--- src/rtl/fetch_priv_ctrl.sv ---
// Front-end sequencer for privileged instructions (ibar / CSR write / TLB op): kills younger fetch,
// holds IF until the instruction's side effect completes in the backend, then redirects to PC+4.
module fetch_priv_ctrl #(
  parameter int IDLE_CYC = 2,
  parameter int WDOG_W   = 10
) (
  input  logic        clk,
  input  logic        rstn,
  input  logic        flush,
  input  logic        bundle_fire,
  input  logic [31:0] bundle_pc,
  input  logic [1:0]  ibar_flag,
  input  logic [1:0]  csr_flag,
  input  logic [1:0]  tlb_flag,
  input  logic        ibar_from_ex,
  input  logic        csr_from_ex,
  input  logic        tlb_from_ex,
  input  logic        icache_idle,
  input  logic        dcache_idle,
  input  logic        csr_done,
  input  logic        tlb_done,
  output logic        fetch_hold,
  output logic        flush_front,
  output logic        squash_slot1,
  output logic        set_pc,
  output logic [31:0] pc_redirect,
  output logic        wdog_err,
  output logic        busy
);

  localparam logic [2:0] IDLE            = 3'b000;
  localparam logic [2:0] WAIT_EX_IBAR    = 3'b001;
  localparam logic [2:0] WAIT_EX_CSR     = 3'b010;
  localparam logic [2:0] WAIT_EX_TLB     = 3'b111;
  localparam logic [2:0] WAIT_CACHE_IDLE = 3'b011;
  localparam logic [2:0] WAIT_CSR_OK     = 3'b100;
  localparam logic [2:0] WAIT_TLB_OK     = 3'b101;
  localparam logic [2:0] REDIRECT        = 3'b110;

  localparam int IW = (IDLE_CYC > 1) ? $clog2(IDLE_CYC) : 1;
  localparam logic [IW-1:0] IDLE_LAST = IW'(IDLE_CYC - 1);
  // Checked before the increment, so the last wait cycle is the one that makes the count all-ones.
  localparam logic [WDOG_W-1:0] WDOG_LAST = {{(WDOG_W-1){1'b1}}, 1'b0};

  logic [2:0]        state, state_nxt, detect_state;
  logic [31:0]       target, detect_target;
  logic [IW-1:0]     idle_cnt;
  logic [WDOG_W-1:0] wdog_cnt;
  logic              flush_front_q, wdog_q;
  logic              slot0_hit, slot1_hit, sel_ibar, sel_csr;
  logic              detect, in_wait, both_idle, wdog_sat;

  assign slot0_hit = ibar_flag[0] | csr_flag[0] | tlb_flag[0];
  assign slot1_hit = ibar_flag[1] | csr_flag[1] | tlb_flag[1];
  assign sel_ibar  = slot0_hit ? ibar_flag[0] : ibar_flag[1];
  assign sel_csr   = slot0_hit ? csr_flag[0]  : csr_flag[1];

  assign detect        = (state == IDLE) & bundle_fire & ~flush & (slot0_hit | slot1_hit);
  assign detect_state  = sel_ibar ? WAIT_EX_IBAR : (sel_csr ? WAIT_EX_CSR : WAIT_EX_TLB);
  assign detect_target = bundle_pc + (slot0_hit ? 32'd4 : 32'd8);

  assign in_wait   = (state != IDLE) && (state != REDIRECT);
  assign both_idle = icache_idle & dcache_idle;
  assign wdog_sat  = in_wait && (wdog_cnt == WDOG_LAST);

  always_comb begin
    state_nxt = state;
    case (state)
      IDLE:            if (detect) state_nxt = detect_state;
      WAIT_EX_IBAR:    if (ibar_from_ex) state_nxt = WAIT_CACHE_IDLE;
      WAIT_EX_CSR:     if (csr_from_ex) state_nxt = WAIT_CSR_OK;
      WAIT_EX_TLB:     if (tlb_from_ex) state_nxt = WAIT_TLB_OK;
      WAIT_CACHE_IDLE: if (both_idle && (idle_cnt == IDLE_LAST)) state_nxt = REDIRECT;
      WAIT_CSR_OK:     if (csr_done) state_nxt = REDIRECT;
      WAIT_TLB_OK:     if (tlb_done) state_nxt = REDIRECT;
      REDIRECT:        state_nxt = IDLE;
      default:         state_nxt = IDLE;
    endcase
    if (wdog_sat) state_nxt = REDIRECT;
    if (flush) state_nxt = IDLE;
  end

  always_ff @(posedge clk or negedge rstn) begin
    if (!rstn) begin
      state         <= IDLE;
      target        <= '0;
      idle_cnt      <= '0;
      wdog_cnt      <= '0;
      flush_front_q <= 1'b0;
      wdog_q        <= 1'b0;
    end else begin
      state         <= state_nxt;
      flush_front_q <= detect;
      wdog_q        <= wdog_sat & ~flush;
      if (detect) target <= detect_target;
      if (flush || (state != WAIT_CACHE_IDLE) || !both_idle) idle_cnt <= '0;
      else idle_cnt <= idle_cnt + 1'b1;
      if (flush || !in_wait) wdog_cnt <= '0;
      else wdog_cnt <= wdog_cnt + 1'b1;
    end
  end

  // A same-cycle flush silences every strobe the block would otherwise emit.
  assign busy         = (state != IDLE);
  assign fetch_hold   = busy;
  assign set_pc       = (state == REDIRECT) & ~flush;
  assign pc_redirect  = set_pc ? target : 32'h0;
  assign wdog_err     = wdog_q & set_pc;
  assign flush_front  = flush_front_q & ~flush;
  assign squash_slot1 = detect & slot0_hit;

endmodule

--- config.mk ---
export PLATFORM = sky130hd
export DESIGN_NAME = fetch_priv_ctrl
export DESIGN_NICKNAME = d
export VERILOG_FILES = /design/src/rtl/fetch_priv_ctrl.sv
export SDC_FILE = /design/constraint.sdc
export NUM_CORES = 1
export LEC_CHECK = 0
export CAP_MARGIN = 20
export CORE_MARGIN = 3
export CORE_UTILIZATION = 48
export CTS_CLUSTER_SIZE = 25
export DETAILED_ROUTE_END_ITERATION = 8
export GPL_TIMING_DRIVEN = 0
export HOLD_SLACK_MARGIN = 0.08
export MAX_ROUTING_LAYER = met4
export PLACE_DENSITY = 0.79
export SYNTH_ARGS = -nofsm -noshare
export SYNTH_HDL_FRONTEND = slang
export SYNTH_SLANG_ARGS = --single-unit
export TNS_END_PERCENT = 100
--- constraint.sdc ---
create_clock -name clk -period 2.35 [get_ports clk]
set_input_delay 0.3525 -clock clk [delete_from_list [all_inputs] [get_ports clk]]
set_output_delay 0.3525 -clock clk [all_outputs]
set_load 0.03 [all_outputs]
* Yosys cells after proc, flatten, opt, wreduce, memory -nomap -nowiden
Cells that the tools add are included.
** Storage, ports and cells
- Register bits after elaboration :: 48
- Input bits :: 49
- Output and inout port bits :: 38
- Logic and storage cells :: 70
** Cells by class
- Add/sub/neg operators :: 3
- Eq/ne operators :: 17
- Multiplexer cells :: 18
- Bitwise logic cells :: 15
- Reduce and logical (&&, ||, !) cells :: 11
** Operators with widths (count)
- 2-to-1 mux 3 bit :: 11
- adder 32 x 4 -> 32 bit :: 1
- 2-to-1 mux 32 bit :: 1
- inequality test 4 bit (second input constant) :: 7
- case mux 3 bit (8 select lines) :: 1
- equality test 3 bit (second input constant) :: 4
- adder 10 x 1 -> 10 bit (second input constant) :: 1
- equality test 10 bit (second input constant) :: 1
- 2-to-1 mux 10 bit :: 1
- AND 1 bit :: 9
- AND reduction 7 bit :: 1
- equality test 3 x 2 -> 1 bit (second input constant) :: 2
- bitwise OR 1 bit :: 5
- 2-to-1 mux 4 bit :: 1
- equality test 3 x 1 -> 1 bit (second input constant) :: 1
- logical AND 1 bit :: 3
- zero test 3 bit :: 1
- logical OR 1 bit :: 3
- 2-to-1 mux 1 bit :: 3
- inequality test 3 x 2 -> 1 bit (second input constant) :: 1
- inequality test 3 bit (second input constant) :: 1
- nonzero test 3 bit :: 1
- zero test 1 bit :: 2
- adder 1 bit (second input constant) :: 1
- inverter 1 bit :: 1

* Logic depth before layout (Yosys ltp)
- Depth after elaboration :: 9
- Gate-level depth with buffers :: 8
- Depth with buffers taken out :: 8

* Least setup slack after synthesis
Ideal clock, no wire load.
- Path type :: register -> output
- Start :: reg state[0]
- End :: out pc_redirect[22]
- Data arrival time :: 1.984 ns
- Data required time :: 1.997 ns
- Path slack :: 0.013 ns
- Cell stages (with the launch flop) :: 5
- Path buffers :: 2
- Path through :: dfrtp_1 clkbuf_1 nor4b_1 clkbuf_1 and2_1
** On the way
- Cells in the longest elaborated chain, start to end :: 3
** RTL lines
- from (decl) :: line 45 : logic [2:0] state, state_nxt, detect_state;
- from (signal assigned) :: line 92 : state <= state_nxt;
- equality test 3 bit :: line 106 : assign set_pc = (state == REDIRECT) & ~flush;
- AND 1 bit :: line 106
- net set_pc :: line 25 : output logic set_pc,
- 2-to-1 mux 32 bit :: line 107 : assign pc_redirect = set_pc ? target : 32'h0;
- to (decl) :: line 26 : output logic [31:0] pc_redirect,
The timed path passes the listed nets, and every way through them passes these cells.

* Worst setup path in the final report
- Start :: reg state[0]
- End :: out squash_slot1
** On the way
- Cells in the longest elaborated chain, start to end :: 5
** RTL lines
- zero test 3 bit :: line 58 : assign detect = (state == IDLE) & bundle_fire & ~flush & (slot0_hit | slot1_hit);
- AND 1 bit (3 in series) :: line 58
- AND 1 bit :: line 110 : assign squash_slot1 = detect & slot0_hit;
- to (decl) :: line 24 : output logic squash_slot1,
No other way between the ends.

==> results.ini <==
[pwr]
p_per_area_mw_per_mm2 = 769
finalPower_mw = 3.08
p_leak_nw = 1.81
max-vdd-ir-drop_uv = 508

[sta]
period_needed_ns = 2.30
worst_pin_slew_ns = 0.577
setup_viol = 0
fin_ws_ns = 0.0494
hold_ws_ns = 0.450
setup_tns_ns = 0
hold_viol = 0
post-route-period-util_pct = 97.9
max_clock_freq_mhz = 435
fin_skew_ns = 0.00457
slew_viol_final = 0
relSlewSlack_pct = 61.5

[worst_setup_path]
crit_path_end_kind = primary output
arrival_ns = 1.95
crit_type = reg -> out
cp.required_ns = 2.00
startpoint_type = flip-flop
worstPathMaxFanout = 10

[global_route]
grt_pass1_vias = 2770
track_usage_pct = 22.5
grt_pass1_wl_um = 12800
antenna_found_initial = 0
grt_max_degree = 31
grt-ovfl-total = 0

[floorplanning]
ioPinCount = 87
rows = 27
die_h_um = 83.9
dieArea_mm2 = 0.00704
die_x_um = 83.9
coreArea_mm2 = 0.00568
start_util_pct = 51.3

[route]
antenna_left = 0
viasPerCell = 5.46
firstDrtPassIters = 4
num_vias = 2745
drc = 0
drt_iter0_markers = 100
drt-total-wl_um = 7670
wl_per_cell_um = 15.3

[clock_tree]
clkTransAtPathRegs_ns = 0.09
cts_tree = done
cts_buffer_depth = 2
cts.sinks = 48
root_buffer = clkbuf_8
clk_latency_ns = 0.30
h-tree-depth = 2
cts-buffers-inserted = 5

[min_path]
hold_class = reg -> reg

[final_layout]
stdcell_area_mm2 = 0.00400
mostFrequentLayoutCell = dfrtp_1
layout-drive-gt1-share_pct = 19.3
n_antenna_cell = 0
syn_to_final_growth_pct = 37.3
layout_common_cells = dfrtp_1 (48), clkdlybuf4s50_1 (45), nand2_1 (40)
nets = 485

[placed_design]
place.gp.congestion = 0.899
hpwlAfterDp_um = 5680
port_buffers = 85
dpl-instance-area_mm2 = 0.00388
detailedPlace.worstSlack_ns = -0.789

[logic_synthesis]
syn_area_per_cell_um2 = 8.83
ys_warn_count = 0
ys_seq_area_share_pct = 41.2
synth-main-ff-cell = dfrtp_1
synth-seq-cells = 48
netlist_area_mm2 = 0.00291
synthArstFlopShare_pct = 100
netlist_instances = 330
synthesis.nets = 384
synth-edff-count = 0
ys_types = 41

[flow_run]
maxCapViolCount = 0

[run_status]
status = completed

where the power goes:
part,leakage [nW],switching (mW),internal (mW)
registers,0.613,0.146,1.12
clock network,0.0642,0.268,0.419
logic,1.14,0.628,0.498
worst paths after layout:
path,start,slack [ns],depth (start not counted),to
max,state[0],0.05,7,squash_slot1
min,idle_cnt,0.45,1,idle_cnt
max reg2reg,state[0],0.34,7,target[3]
min reg2reg,idle_cnt,0.45,1,idle_cnt
max in group asynchronous,rstn,1.29,3,target[24]
min in group asynchronous,rstn,0.53,2,wdog_q
cell usage after synthesis (2+ instances only):
cell type  count  area [um^2]
inv_1          6         22.5
nor2_1        18         67.6
nor2b_1        5         31.3
clkbuf_1       7         26.3
nand2_1       40          150
nor4b_1        2         17.5
and4_1         4         35.0
nand4_1       10         62.6
nor3_1        10         50.1
nor4_1         4         25.0
mux2_1         3         33.8
or4_4          2         22.5
or2_2          2         12.5
nand3_1       17         85.1
or3_1          6         37.5
xor2_1        21          184
o21ai_1        3         15.0
o21ai_0       32          160
and3_1         6         37.5
buf_4          5         37.5
buf_2          5         25.0
a21oi_1        6         30.0
dfrtp_1       48         1200
o31ai_1        2         15.0
and2_1        35          219
ha_1           4         50.1
xnor2_1       13          114
per-stage QoR:
step / utilization, % / std cells
6_report: 70.5 / 503
5_1_grt: 70.5 / 503
4_1_cts: 70.4 / 501
3_5_place_dp: 68.4 / 489
3_3_place_gp: 67.9 / 487
2_1_floorplan: - / 330
layer usage:
metal / global-route usage, % / up-vias / wire, um
li1: - / 1328 / -
met1: 28.4 / 1305 / 3340
met5: - / - / 0
met3: 5.03 / 4 / 466
met4: 4.68 / 0 / 36
met2: 37.2 / 108 / 3820
critical path, cell delays in order, from the launching register on:
cell and delay, ns:
dfrtp_1 0.40, nor3_2 0.22, inv_1 0.13, or3_4 0.39, buf_6 0.13, buf_6 0.13
nor2_1 0.08, buf_4 0.16
sequential cells by signal, indices dropped and copies added (netlist names):
signal and cells:
flush_front_q 1, wdog_cnt 10, idle_cnt 1, state 3, wdog_q 1, target 32
cells by family after synthesis:
kind of cell               Yosys count  synth area share, %
adders and majority gates            5                 2.40
xor gates and xnor gates            34                 10.2
and+or+nand+nor                    163                 30.1
muxes                                5                 1.89
buffers and inverters               25                 4.34
AOI/OAI and AO/OA                   50                 9.88
DFF                                 48                 41.2
area by class of cell:
class | instances | area, um^2
sequential | 48 | 1200
multi-input combinational | 257 | 1660
clock inverter | 2 | 60.1
clock buffer | 5 | 68.8
inverter | 7 | 26.3
buffer | 18 | 120
tap | 72 | 90.1
timing repair buffer | 94 | 772
fill | 461 | 1680
timing repair:
action / 4_1_cts / 5_1_grt
setup buffers: 4 / 2
setup endpoints to repair: 51 / 32
pin swaps: 3 / 5
resized for setup: 172 / 21
hold endpoints to repair: 18 / 0
hold buffers: 1 / 0
Power figures use the tool's default switching activity.
